[src/rtl/argmax_if.sv]
// Score vector in, top-2 argmax results out; master drives start/x, slave is the argmax block.
interface argmax_if #(
  parameter int WIDTH = 18,
  parameter int N     = 20,
  parameter int IDXW  = 5
);
  logic                    start;
  logic signed [WIDTH-1:0] x [0:N-1];
  logic [IDXW-1:0]         class_idx;
  logic signed [WIDTH-1:0] max_val;
  logic [IDXW-1:0]         second_idx;
  logic [WIDTH:0]          margin;
  logic                    busy;
  logic                    done;

  modport master (
    output start, x,
    input  class_idx, max_val, second_idx, margin, busy, done
  );

  modport slave (
    input  start, x,
    output class_idx, max_val, second_idx, margin, busy, done
  );
endinterface

[src/rtl/argmax_top2.sv]
// Sequential top-2 argmax: snapshots N scores on a start rising edge, scans one per clock,
// then holds max, runner-up and their difference until the next trigger.
module argmax_top2 #(
  parameter int WIDTH = 18,
  parameter int N     = 20,
  parameter int IDXW  = 5
) (
  input logic      clk,
  input logic      reset,
  argmax_if.slave  bus
);

  typedef enum logic [1:0] {StIdle, StScan, StHold} state_e;

  localparam logic [IDXW-1:0] LastIdx = IDXW'(N - 1);

  state_e                  state_q, state_d;
  logic                    start_q;
  logic signed [WIDTH-1:0] snap_q [0:N-1];
  logic signed [WIDTH-1:0] snap_d [0:N-1];
  logic signed [WIDTH-1:0] best_q, best_d, sec_q, sec_d;
  logic [IDXW-1:0]         bidx_q, bidx_d, sidx_q, sidx_d;
  logic                    sec_valid_q, sec_valid_d;
  logic [IDXW-1:0]         ptr_q, ptr_d;
  logic [IDXW-1:0]         class_q, class_d, second_q, second_d;
  logic signed [WIDTH-1:0] max_q, max_d;
  logic [WIDTH:0]          margin_q, margin_d;
  logic                    busy_q, busy_d, done_q, done_d;

  logic                    trigger;
  logic signed [WIDTH-1:0] cur, best_n, sec_n;
  logic [IDXW-1:0]         bidx_n, sidx_n;
  logic [WIDTH:0]          margin_n;

  always_comb begin
    trigger = bus.start & ~start_q;
    cur     = snap_q[ptr_q];

    // Strict compares keep the lower index on ties in both slots.
    best_n = best_q;
    bidx_n = bidx_q;
    sec_n  = sec_q;
    sidx_n = sidx_q;
    if (cur > best_q) begin
      sec_n  = best_q;
      sidx_n = bidx_q;
      best_n = cur;
      bidx_n = ptr_q;
    end else if (!sec_valid_q || cur > sec_q) begin
      sec_n  = cur;
      sidx_n = ptr_q;
    end
    // Sign-extended to WIDTH+1 so max-min never wraps; result is always non-negative.
    margin_n = {best_n[WIDTH-1], best_n} - {sec_n[WIDTH-1], sec_n};

    state_d     = state_q;
    snap_d      = snap_q;
    best_d      = best_q;
    bidx_d      = bidx_q;
    sec_d       = sec_q;
    sidx_d      = sidx_q;
    sec_valid_d = sec_valid_q;
    ptr_d       = ptr_q;
    class_d     = class_q;
    second_d    = second_q;
    max_d       = max_q;
    margin_d    = margin_q;
    busy_d      = busy_q;
    done_d      = done_q;

    unique case (state_q)
      StIdle, StHold: begin
        if (trigger) begin
          snap_d      = bus.x;
          best_d      = bus.x[0];
          bidx_d      = '0;
          sec_valid_d = 1'b0;
          ptr_d       = IDXW'(1);
          state_d     = StScan;
          busy_d      = 1'b1;
          done_d      = 1'b0;
        end
      end
      StScan: begin
        best_d      = best_n;
        bidx_d      = bidx_n;
        sec_d       = sec_n;
        sidx_d      = sidx_n;
        sec_valid_d = 1'b1;
        ptr_d       = ptr_q + IDXW'(1);
        if (ptr_q == LastIdx) begin
          class_d  = bidx_n;
          max_d    = best_n;
          second_d = sidx_n;
          margin_d = margin_n;
          state_d  = StHold;
          busy_d   = 1'b0;
          done_d   = 1'b1;
        end
      end
      default: state_d = StIdle;
    endcase
  end

  always_ff @(posedge clk or negedge reset) begin
    if (!reset) begin
      state_q     <= StIdle;
      start_q     <= 1'b0;
      snap_q      <= '{default: '0};
      best_q      <= '0;
      bidx_q      <= '0;
      sec_q       <= '0;
      sidx_q      <= '0;
      sec_valid_q <= 1'b0;
      ptr_q       <= '0;
      class_q     <= '0;
      second_q    <= '0;
      max_q       <= '0;
      margin_q    <= '0;
      busy_q      <= 1'b0;
      done_q      <= 1'b0;
    end else begin
      state_q     <= state_d;
      start_q     <= bus.start;
      snap_q      <= snap_d;
      best_q      <= best_d;
      bidx_q      <= bidx_d;
      sec_q       <= sec_d;
      sidx_q      <= sidx_d;
      sec_valid_q <= sec_valid_d;
      ptr_q       <= ptr_d;
      class_q     <= class_d;
      second_q    <= second_d;
      max_q       <= max_d;
      margin_q    <= margin_d;
      busy_q      <= busy_d;
      done_q      <= done_d;
    end
  end

  assign bus.class_idx  = class_q;
  assign bus.max_val    = max_q;
  assign bus.second_idx = second_q;
  assign bus.margin     = margin_q;
  assign bus.busy       = busy_q;
  assign bus.done       = done_q;

endmodule

[src/flat_wrapper.sv]
// flat-port wrapper written by rule: the top's interface ports become plain ports
module argmax_top2_flat 
#(
  parameter int WIDTH = 18,
  parameter int N     = 20,
  parameter int IDXW  = 5
)
  (clk, reset, bus_start, bus_x, bus_class_idx, bus_max_val, bus_second_idx, bus_margin, bus_busy, bus_done);
  argmax_if #(.WIDTH(WIDTH), .N(N), .IDXW(IDXW)) bus_i ();
  input logic clk;
  input logic reset;
  input wire logic [$bits(bus_i.start)-1:0] bus_start;
  input wire logic [$bits(bus_i.x)-1:0] bus_x;
  output wire logic [$bits(bus_i.class_idx)-1:0] bus_class_idx;
  output wire logic [$bits(bus_i.max_val)-1:0] bus_max_val;
  output wire logic [$bits(bus_i.second_idx)-1:0] bus_second_idx;
  output wire logic [$bits(bus_i.margin)-1:0] bus_margin;
  output wire logic [$bits(bus_i.busy)-1:0] bus_busy;
  output wire logic [$bits(bus_i.done)-1:0] bus_done;
  assign bus_i.start = bus_start;
  assign bus_i.x = {>>{bus_x}};
  assign bus_class_idx = bus_i.class_idx;
  assign bus_max_val = bus_i.max_val;
  assign bus_second_idx = bus_i.second_idx;
  assign bus_margin = bus_i.margin;
  assign bus_busy = bus_i.busy;
  assign bus_done = bus_i.done;
  argmax_top2 #(.WIDTH(WIDTH), .N(N), .IDXW(IDXW)) u_core (.clk(clk), .reset(reset), .bus(bus_i));
endmodule
[config.mk]
export PLATFORM = sky130hd
export DESIGN_NAME = argmax_top2_flat
export DESIGN_NICKNAME = d
export VERILOG_FILES = /design/src/rtl/argmax_if.sv /design/src/rtl/argmax_top2.sv /design/src/flat_wrapper.sv
export SDC_FILE = /design/constraint.sdc
export NUM_CORES = 1
export LEC_CHECK = 0
export ABC_CLOCK_PERIOD_IN_PS = 10100
export CORE_MARGIN = 2
export CORE_UTILIZATION = 52
export CTS_CLUSTER_DIAMETER = 30
export CTS_CLUSTER_SIZE = 8
export DETAILED_ROUTE_END_ITERATION = 8
export PLACE_DENSITY_LB_ADDON = 0.2
export SYNTH_ARGS = -nofsm -noshare
export SYNTH_HDL_FRONTEND = slang
export SYNTH_SLANG_ARGS = --single-unit
[constraint.sdc]
create_clock -name clk -period 10.1 [get_ports clk]
set_clock_uncertainty 0.1 [all_clocks]
set_input_delay 1.01 -clock clk [delete_from_list [all_inputs] [get_ports clk]]
set_output_delay 1.01 -clock clk [all_outputs]
set_load 0.01 [all_outputs]
==> results.md <==
- Die area: 45,800 um2
- Die X: 214 um
- Main combinational cell family by area after synthesis: simple AND/OR/NAND/NOR gates
- Clk slew on worst S/H paths: 0.05 ns
- Tcrit/Tclk final: 72.9%
- GR Util met2: 50.2%
- Status: complete, no violations
- Iteration-0 DRC Markers: 1,773
- Worst r2r src: u_core.ptr_q[0]$_DFFE_PN0P_
- Yosys top cell by area: dfrtp_1
- PortBufs: 411
- Layout Nets: 3,246
- Yosys cell types: 64
- Drt drc: 0
- Average size of a mapped cell: 9.37 um2
- Die Span Y: 214 um
- Reg2reg end: u_core.bus.margin[16]$_DFFE_PN0P_
- R2r setup slk: 2.74 ns
- Post-synthesis sequential area ratio: 50.6%
- Placed Cells: 3,316
- R2R cell count: 19
- Crit-path max FO: 38
- Setup CP Type: register to register
- Share of post-route cells with drive strength above 1: 9.87%
- CTS max path bufs: 3
- Setup TNS: 0 ns
- Vias/cell: 5.66
- Postcts setup bufs: 0
- Final setup violating endpoints: 0
- Gr usage total: 32.2%
- GRT Residual Overflow: 0
- Max incr delay on CP: 0.79 ns
- Synth Area in XOR/XNOR: 0.496%
- Via count: 19,800
- Vias in the first global route: 20,000
- Final Hold Vio Count: 0
- Post-synth EDFFs: 0
- Unrepaired setup endpoints after global routing: no
- CTS tree: done
- Met1 GRT Util: 43.7%
- ANT nets after route: 0
- Non-filler cells, final: 3,487
- Worst-Margin Slew: 1.13 ns
- Synth top area cells: dfrtp_1 51%, nand2_1 18%, mux4_2 5.4%
- Post-synthesis register bit count: 464
- Compound-Gate Fraction of Synth Area: 9.00%
- Root buf cell: clkbuf_16
- Clock latency at the later pin of the worst-skew pair: 0.63 ns
- CP Launch Type: register
- Initial antenna violation count: 3
- Cells after Synth: 2,448
- Starting Density: 52.9%
- Post-DP HPWL: 52,100 um
- Most common cell in the netlist: nand2_1
- Cell mode on critical path: o21ai_1
- Synth Net Count: 2,867
- Worst path top cell family by delay: compound AO/OA/AOI/OAI gates
- Critical path endpoint category: register
- CTS buffer count: 94
- Max Freq: 136 MHz
- HP Class: primary input to asynchronous set/reset pin
- Max-Cap Viols: 0
- CP Cell Sequence: buf_4, mux4_2, mux2i_1, o21ai_1, ha_1, nand4_1, o31ai_1, o21a_1, buf_4, o211a_1, a21oi_1, ha_1, o211ai_1, nor3_1, o21ai_1, a221oi_1, a211o_1, xnor2_1, o21ai_1
- Crit path max-delay cell type: dfrtp_4
- Hold buffer count at CTS: 0
- Post_cts resized: 0
- Row count: 76
- Routed WL: 73,800 um
- Drt wl/cell: 21.2 um
- Final Critical Period: 7.36 ns
- Clk sinks: 464
- Synthesized-area fraction occupied by adder cells: 3.09%
- DRT Pass-1 Iters: 5
- H-tree Lvls: 3
- Post-synthesis instance area: 22,900 um2
- Yosys warns: 0
- First-pass GRT wire length: 114,000 um
- Post-synth top cells: 1,099 x nand2_1, 464 x dfrtp_1, 106 x mux2i_1
- Max Transition Viols Final: 0
- Simple-gate share of the synthesized area: 21.3%
- Arrival time worst endpoint: 7.74 ns
- Slew margin rel.: 24.3%
- Global routing usage on met3: 7.57%
- Mux contribution to synthesized area: 11.8%
- CP Buf/Inv Count: 2
- P&R area growth vs syn: 33.4%
- Area share of the leading cell type in the synthesized netlist: 50.6%
- Largest net degree at the start of global routing: 164
- Core area: 43,400 um2
- Async SR Flop Fraction: 100%
- Top Ports: 412
- RePlAce Congestion: 0.977
- Worst Path Required: 10.48 ns
- Ys flop type: dfrtp_1
- Global routing's busiest layer: met2
-- worst reg2reg max path: stages, from the launching register on --
cell and delay (ns):
dfrtp_4 0.79, buf_4 0.68, mux4_2 0.70, mux2i_1 0.27, o21ai_1 0.21, ha_1 0.42
nand4_1 0.21, o31ai_1 0.51, o21a_1 0.68, buf_4 0.51, o211a_1 0.22, a21oi_1 0.05
ha_1 0.45, o211ai_1 0.13, nor3_1 0.24, o21ai_1 0.15, a221oi_1 0.47, a211o_1 0.23
xnor2_1 0.12, o21ai_1 0.07
-- sequential cells by signal (all words and copies together) (netlist names), 18 cells and up --
name / flops
u_core.snap_q: 360
u_core.bus.margin: 19
u_core.best_q: 18
u_core.bus.max_val: 18
u_core.sec_q: 18
-- worst max path at each step --
| stage | start | cells past startpoint | end |
|---|---|---|---|
| 2_1_floorplan | u_core.ptr_q[0]$_DFFE_PN0P_ | 23 | u_core.bus.margin[16]$_DFFE_PN0P_ |
| 3_3_place_gp | u_core.ptr_q[0]$_DFFE_PN0P_ | 21 | u_core.bus.margin[16]$_DFFE_PN0P_ |
| 3_5_place_dp | u_core.ptr_q[0]$_DFFE_PN0P_ | 21 | u_core.bus.margin[16]$_DFFE_PN0P_ |
| 4_1_cts | u_core.ptr_q[0]$_DFFE_PN0P_ | 21 | u_core.bus.margin[16]$_DFFE_PN0P_ |
| 5_1_grt | u_core.ptr_q[0]$_DFFE_PN0P_ | 20 | u_core.bus.margin[16]$_DFFE_PN0P_ |
| 6_report | u_core.ptr_q[0]$_DFFE_PN0P_ | 19 | u_core.bus.margin[16]$_DFFE_PN0P_ |
-- area by class of cell --
cell class              count  area (um2)
multi-input cells        1782       10500
clock inverters            43         606
diodes                      3        7.51
fillers                  3200       12800
well taps                 585         732
flip-flops and latches    464       11600
inverters                  49         184
clock buffers             125        2600
repair buffers            436        4330
-- stage by stage --
stage | hold slack, ns | instance area, um2 | worst slack, ns | utilization (%)
after CTS | 0.338 | 30600 | 2.78 | 70.6
after global routing | 0.367 | 30600 | 2.23 | 70.6
after floorplan | 0.340 | 22900 | 4.96 | -
final | 0.308 | 30600 | 2.74 | 70.6
after detailed placement | 0.358 | 27400 | 2.80 | 63.2
after global placement | 0.353 | 27400 | 2.91 | 63.2
-- logic make-up (layout without fill, tap and decap cells) --
kind of cell / Yosys count / after routing
buffers and inverters: 202 / 653
AND/OR/NAND/NOR: 1231 / 1231
AO/OA/AOI/OAI: 287 / 287
multiplexers: 195 / 195
adder cells (fa/ha/maj): 56 / 56
other: 0 / 3
flip-flops: 464 / 464
XOR/XNOR: 13 / 13
-- placed cells by master, fill, tap and decap left out, types with 7 or more instances in the layout --
| cell | n |
|---|---|
| clkbuf_16 | 95 |
| clkbuf_8 | 11 |
| bufinv_16 | 13 |
| buf_4 | 23 |
| mux2_2 | 28 |
| dfrtp_1 | 462 |
| clkbuf_1 | 19 |
| clkdlybuf4s50_1 | 410 |
| nand2b_1 | 12 |
| a21oi_1 | 40 |
| nand2_1 | 1099 |
| ha_1 | 55 |
| a21o_1 | 23 |
| inv_1 | 48 |
| a2bb2oi_1 | 17 |
| a221oi_1 | 20 |
| or2_1 | 16 |
| mux4_2 | 55 |
| xor2_1 | 8 |
| o21ai_0 | 24 |
| o21ai_1 | 36 |
| a31oi_1 | 9 |
| clkinv_2 | 17 |
| o211ai_1 | 12 |
| clkinvlp_4 | 8 |
| and2_1 | 21 |
| nand4_1 | 13 |
| a221o_1 | 19 |
| nand3_1 | 22 |
| nor3_1 | 7 |
| nor2_1 | 18 |
| a22oi_1 | 34 |
| mux2i_1 | 106 |
| o211a_1 | 15 |
-- routing by layer --
layer / up-vias / wire (um)
li1: 8962 / -
met1: 9760 / 30700
met2: 867 / 34400
met3: 163 / 5810
met4: 0 / 2870
met5: - / 0
Power is left out: the tool's default activity adds up to more than one toggle a clock period on the data nets, which glitch-free logic cannot reach.
